===== src/rtl/bcd_serial_conv.sv =====
// Sequential binary-to-BCD converter: shift-and-add-3, one operand bit per clock.
// Optional BCD_SIGNED_EN: two's-complement operand, magnitude converted, sign on neg.
module bcd_serial_conv #(
  parameter int WIDTH  = 6,
  parameter int DIGITS = 2
) (
  input  logic                  clk,
  input  logic                  reset,
  input  logic                  start,
  input  logic [WIDTH-1:0]      binary,
  output logic                  busy,
  output logic                  done,
  output logic [4*DIGITS-1:0]   bcd,
  output logic                  overflow
`ifdef BCD_SIGNED_EN
  ,
  output logic                  neg
`endif
);

  localparam int BW = 4 * DIGITS;
  localparam int CW = (WIDTH > 1) ? $clog2(WIDTH) : 1;
  localparam logic [BW-1:0] NINES = {DIGITS{4'h9}};

  typedef enum logic {IDLE, SHIFT} state_t;

  state_t           state;
  logic [WIDTH-1:0] shreg;
  logic [WIDTH-1:0] operand;
  logic [BW-1:0]    scratch;
  logic [BW-1:0]    adjusted;
  logic [BW-1:0]    scratch_next;
  logic             sticky;
  logic             ovf_next;
  logic [CW-1:0]    count;

`ifdef BCD_SIGNED_EN
  logic neg_pending;

  // The most negative operand negates to itself, which read unsigned is the right magnitude.
  assign operand = binary[WIDTH-1] ? (WIDTH'(0) - binary) : binary;
`else
  assign operand = binary;
`endif

  // Each digit is corrected independently so that doubling it carries cleanly into the next.
  always_comb begin
    adjusted = scratch;
    for (int d = 0; d < DIGITS; d++) begin
      if (scratch[4*d +: 4] >= 4'd5) begin
        adjusted[4*d +: 4] = scratch[4*d +: 4] + 4'd3;
      end
    end
  end

  assign scratch_next = {adjusted[BW-2:0], shreg[WIDTH-1]};
  assign ovf_next     = sticky | adjusted[BW-1];

  always_ff @(posedge clk) begin
    if (reset) begin
      state    <= IDLE;
      busy     <= 1'b0;
      done     <= 1'b0;
      bcd      <= '0;
      overflow <= 1'b0;
      shreg    <= '0;
      scratch  <= '0;
      sticky   <= 1'b0;
      count    <= '0;
`ifdef BCD_SIGNED_EN
      neg         <= 1'b0;
      neg_pending <= 1'b0;
`endif
    end else begin
      done <= 1'b0;
      case (state)
        IDLE: begin
          if (start) begin
            shreg   <= operand;
            scratch <= '0;
            sticky  <= 1'b0;
            count   <= CW'(WIDTH - 1);
            busy    <= 1'b1;
            state   <= SHIFT;
`ifdef BCD_SIGNED_EN
            neg_pending <= binary[WIDTH-1];
`endif
          end
        end
        SHIFT: begin
          scratch <= scratch_next;
          shreg   <= {shreg[WIDTH-2:0], 1'b0};
          sticky  <= ovf_next;
          count   <= count - CW'(1);
          // Last step: publish the post-shift value, saturating to all nines on overflow.
          if (count == '0) begin
            bcd      <= ovf_next ? NINES : scratch_next;
            overflow <= ovf_next;
            done     <= 1'b1;
            busy     <= 1'b0;
            state    <= IDLE;
`ifdef BCD_SIGNED_EN
            neg <= neg_pending;
`endif
          end
        end
        default: state <= IDLE;
      endcase
    end
  end

endmodule


===== config.mk =====
export PLATFORM = sky130hd
export DESIGN_NAME = bcd_serial_conv
export DESIGN_NICKNAME = d
export VERILOG_FILES = /design/src/rtl/bcd_serial_conv.sv
export SDC_FILE = /design/constraint.sdc
export NUM_CORES = 1
export LEC_CHECK = 0
export BUFFER_PORTS_ARGS = -buffer_cell sky130_fd_sc_hd__buf_2
export CAP_MARGIN = 0
export CELL_PAD_IN_SITES_DETAIL_PLACEMENT = 1
export CELL_PAD_IN_SITES_GLOBAL_PLACEMENT = 2
export CORE_MARGIN = 3
export CORE_UTILIZATION = 33
export DETAILED_ROUTE_END_ITERATION = 10
export PLACE_DENSITY_LB_ADDON = 0.1
export SYNTH_ARGS = -nofsm -noshare
export SYNTH_HDL_FRONTEND = slang
export SYNTH_SLANG_ARGS = --single-unit

===== constraint.sdc =====
create_clock -name clk -period 1.9 [get_ports clk]
set_input_delay 0.095 -clock clk [delete_from_list [all_inputs] [get_ports clk]]
set_output_delay 0.095 -clock clk [all_outputs]
set_load 0.005 [all_outputs]

==> run metrics <==
outcome=finished clean; ANT nets after route=0; Longest Clk Path Bufs=2; reg2reg path depth=7; Post-DP HPWL=roughly 2.2 mm; r2r setup slk=slightly below 200 ps; Clk pwr share=a little under two fifths; initial DRC count=45; DR vias/cell=4.83; Leak=about 0.66 nW; GRT Max-Usage Layer=met2; worst-margin pin slew=around 420 ps; Hold Path Class=in2reg; #FFs+latches synth=30; classification of the worst setup path=reg2reg; nature of the critical path startpoint=flop; Worst Min Path Start=binary[0]; WP data required=~2100 ps; cts repair resizes=0; Post-Syn Area=1370 um^2; area grow syn2layout=15.7%; die area=between 4000 and 5000 um^2; Clock Sinks=30; Sw Ratio=24.7%; min Tclk post-route=1700 ps; Slew Viols, Final=0; Pre-antenna DRT Iters=6; syn nets=roughly 170; Synthesis Warnings=0; initial antenna violation count=0; CTS tree=done; hold_ws=roughly 96 ps; Starting Density=35.9%; Clock transition at path regs=approximately 60 ps; vias=between 1k and 1.5k; gr usage total=13.6%; Mapped Cells=around 150; Layout Nets=roughly 190; Worst Hold End=shreg[0]; total CTS buffers=5; PortBufs=19; Worst Setup End Kind=flop; skew final=approximately 4.2 ps; P_int=0.952 mW; Die Ht=a little over 70 um; final worst-path cycle share=89.6%; distinct cell type count after synthesis=32; RR Startpoint=scratch[5]; fmax=approximately 600 MHz; Hold Vio Cnt, Final=0; Clock Latency Late Sink=280 ps; RSZ-0062 raised after global routing=no; Max-slew headroom=71.8%; Gate power share=under 10%; met2 usage=between 10% and 20%; Setup Viol. Count Final=0; critical path data arrival time=approximately 1900 ps; first-pass GRT wire length=~5.2 mm; Fill cells=about 470; number of cell rows=22; met1 Use GR=between 10% and 20%; sequential area share after synthesis=between 40 and 50%; share of cells above drive strength 1=around a fifth; Avg Cell Area, Syn=approximately 9 um^2; number of global-route vias before repair=1098; reg2reg end=scratch[6]; GRT overflow=0; net switching power=about 0.31 mW; Hold Buf Count CTS=0; CTS root buf=clkbuf_8; Peak supply drop=351 uV; Cell Pwr Density=795 nW/um^2; CTS H-tree lvls=2; placer's final routability congestion estimate=0.747; Max Fanout on Critical Path=3; # Max-Cap Violations=0; DRC viols=0; Cells on Worst Hold Path=3; core region area=3830 um^2; Routed wire per std cell=roughly 14 um; Total Wirelength=slightly above 3 mm; Die Wd=about 71 um; sequential power share=a little over half; largest net degree at the start of global routing=34; post-CTS setup buffer count=0; M3 GR Usage=5.32%; Antenna Cells=0; setup TNS=0 ps; Ports=20
-- cell families after synthesis --
group | share of synthesized area (%)
compound gates | 17.5
mux | 6.83
buf+inv | 4.46
fa+ha+maj | 5.46
flops | 43.7
xor+xnor | 1.28
simple gates | 20.8
-- per-stage QoR --
step	total power, mW	setup WS [ps]	instances	util [%]	cell area (um^2)
after floorplan	0.764	347	153	-	1370
after global placement	0.798	241	215	39.5	1510
after detailed placement	0.804	147	215	39.5	1510
after CTS	1.29	144	222	41.5	1590
after global routing	1.34	36.7	222	41.5	1590
final	1.26	197	222	41.5	1590
-- worst max-delay path, stage by stage, from the launching register on --
cell and delay (ps):
dfxtp_1 390, inv_1 100, ha_1 180, and2b_1 220
nor2b_1 50, nor2_1 170, mux2_2 380, o21ai_1 130
-- worst max-delay path by stage --
stage | to | start | cells past startpoint
after floorplan | bcd[0] | scratch[5] | 7
after global placement | bcd[7] | scratch[5] | 7
after detailed placement | bcd[0] | scratch[5] | 7
after CTS | bcd[0] | scratch[5] | 7
after global routing | bcd[3] | scratch[5] | 7
final | scratch[6] | scratch[5] | 7
-- final cells by class --
cell class	count	area [um^2]	share of cell area, %
clock buffers	7	76.3	4.80
inverters	8	30.0	1.89
multi-input cells	108	712	44.8
flip-flops and latches	30	601	37.8
well taps	48	60.1	3.78
repair buffers	21	110	6.93
-- layout by cell type, fill, tap and decap left out, drive strengths merged, types with 4 or more instances in the layout --
cell type and count:
dfxtp 30, clkbuf 7, mux2i 6, nand2 11
nor3 5, o21ai 11, a21oi 13, nand3b 4
nand2b 8, nor2 20, ha 6, buf 21
inv 8
-- power by group through the flow --
| stage | registers, mW | clock network [mW] | logic (mW) |
|---|---|---|---|
| 2_1_floorplan | 0.676 | 0 | 0.0883 |
| 4_1_cts | 0.664 | 0.500 | 0.126 |
| 3_5_place_dp | 0.678 | 0 | 0.126 |
| 5_1_grt | 0.666 | 0.536 | 0.142 |
| 3_3_place_gp | 0.677 | 0 | 0.121 |
| 6_report | 0.664 | 0.477 | 0.123 |
-- sequential cells by signal, indices dropped and copies added (netlist names) --
| signal | count |
|---|---|
| bcd | 8 |
| scratch | 8 |
| shreg | 6 |
| count | 3 |
| busy | 1 |
| done | 1 |
| overflow | 1 |
| state | 1 |
| sticky | 1 |
-- synthesized netlist by cell type --
cell,number,share of area [%]
a211oi_4,1,1.5
o21ai_4,1,1.2
a311oi_1,1,0.64
nor2b_1,1,0.46
or3b_2,1,0.64
clkbuf_1,3,0.82
dfxtp_1,30,44
nand3b_1,4,2.2
nor3_2,2,1.5
nor3_1,3,1.1
buf_2,4,1.5
a21oi_1,13,4.7
o21ai_1,5,1.8
nor2_1,20,5.5
a21o_1,2,1.1
xnor2_1,2,1.3
mux2i_1,6,4.4
or3_1,1,0.46
inv_1,8,2.2
a22oi_1,1,0.55
nand2b_1,8,3.6
a211oi_1,2,1.1
o31a_1,1,0.64
a22o_1,3,1.9
o21a_1,1,0.55
nor3b_1,3,1.6
and2b_1,1,0.55
ha_1,6,5.5
mux2_2,3,2.5
nand2_1,10,2.7
o21ai_0,5,1.8
nand2_2,1,0.46
-- routing by layer --
metal / part of all wire, % / vias to the layer above
li1: - / 558
met1: 49 / 493
met2: 44 / 15
met3: 3.9 / 6
met4: 2.2 / 0
met5: 0 / -
(Power assumes the default switching activity.)
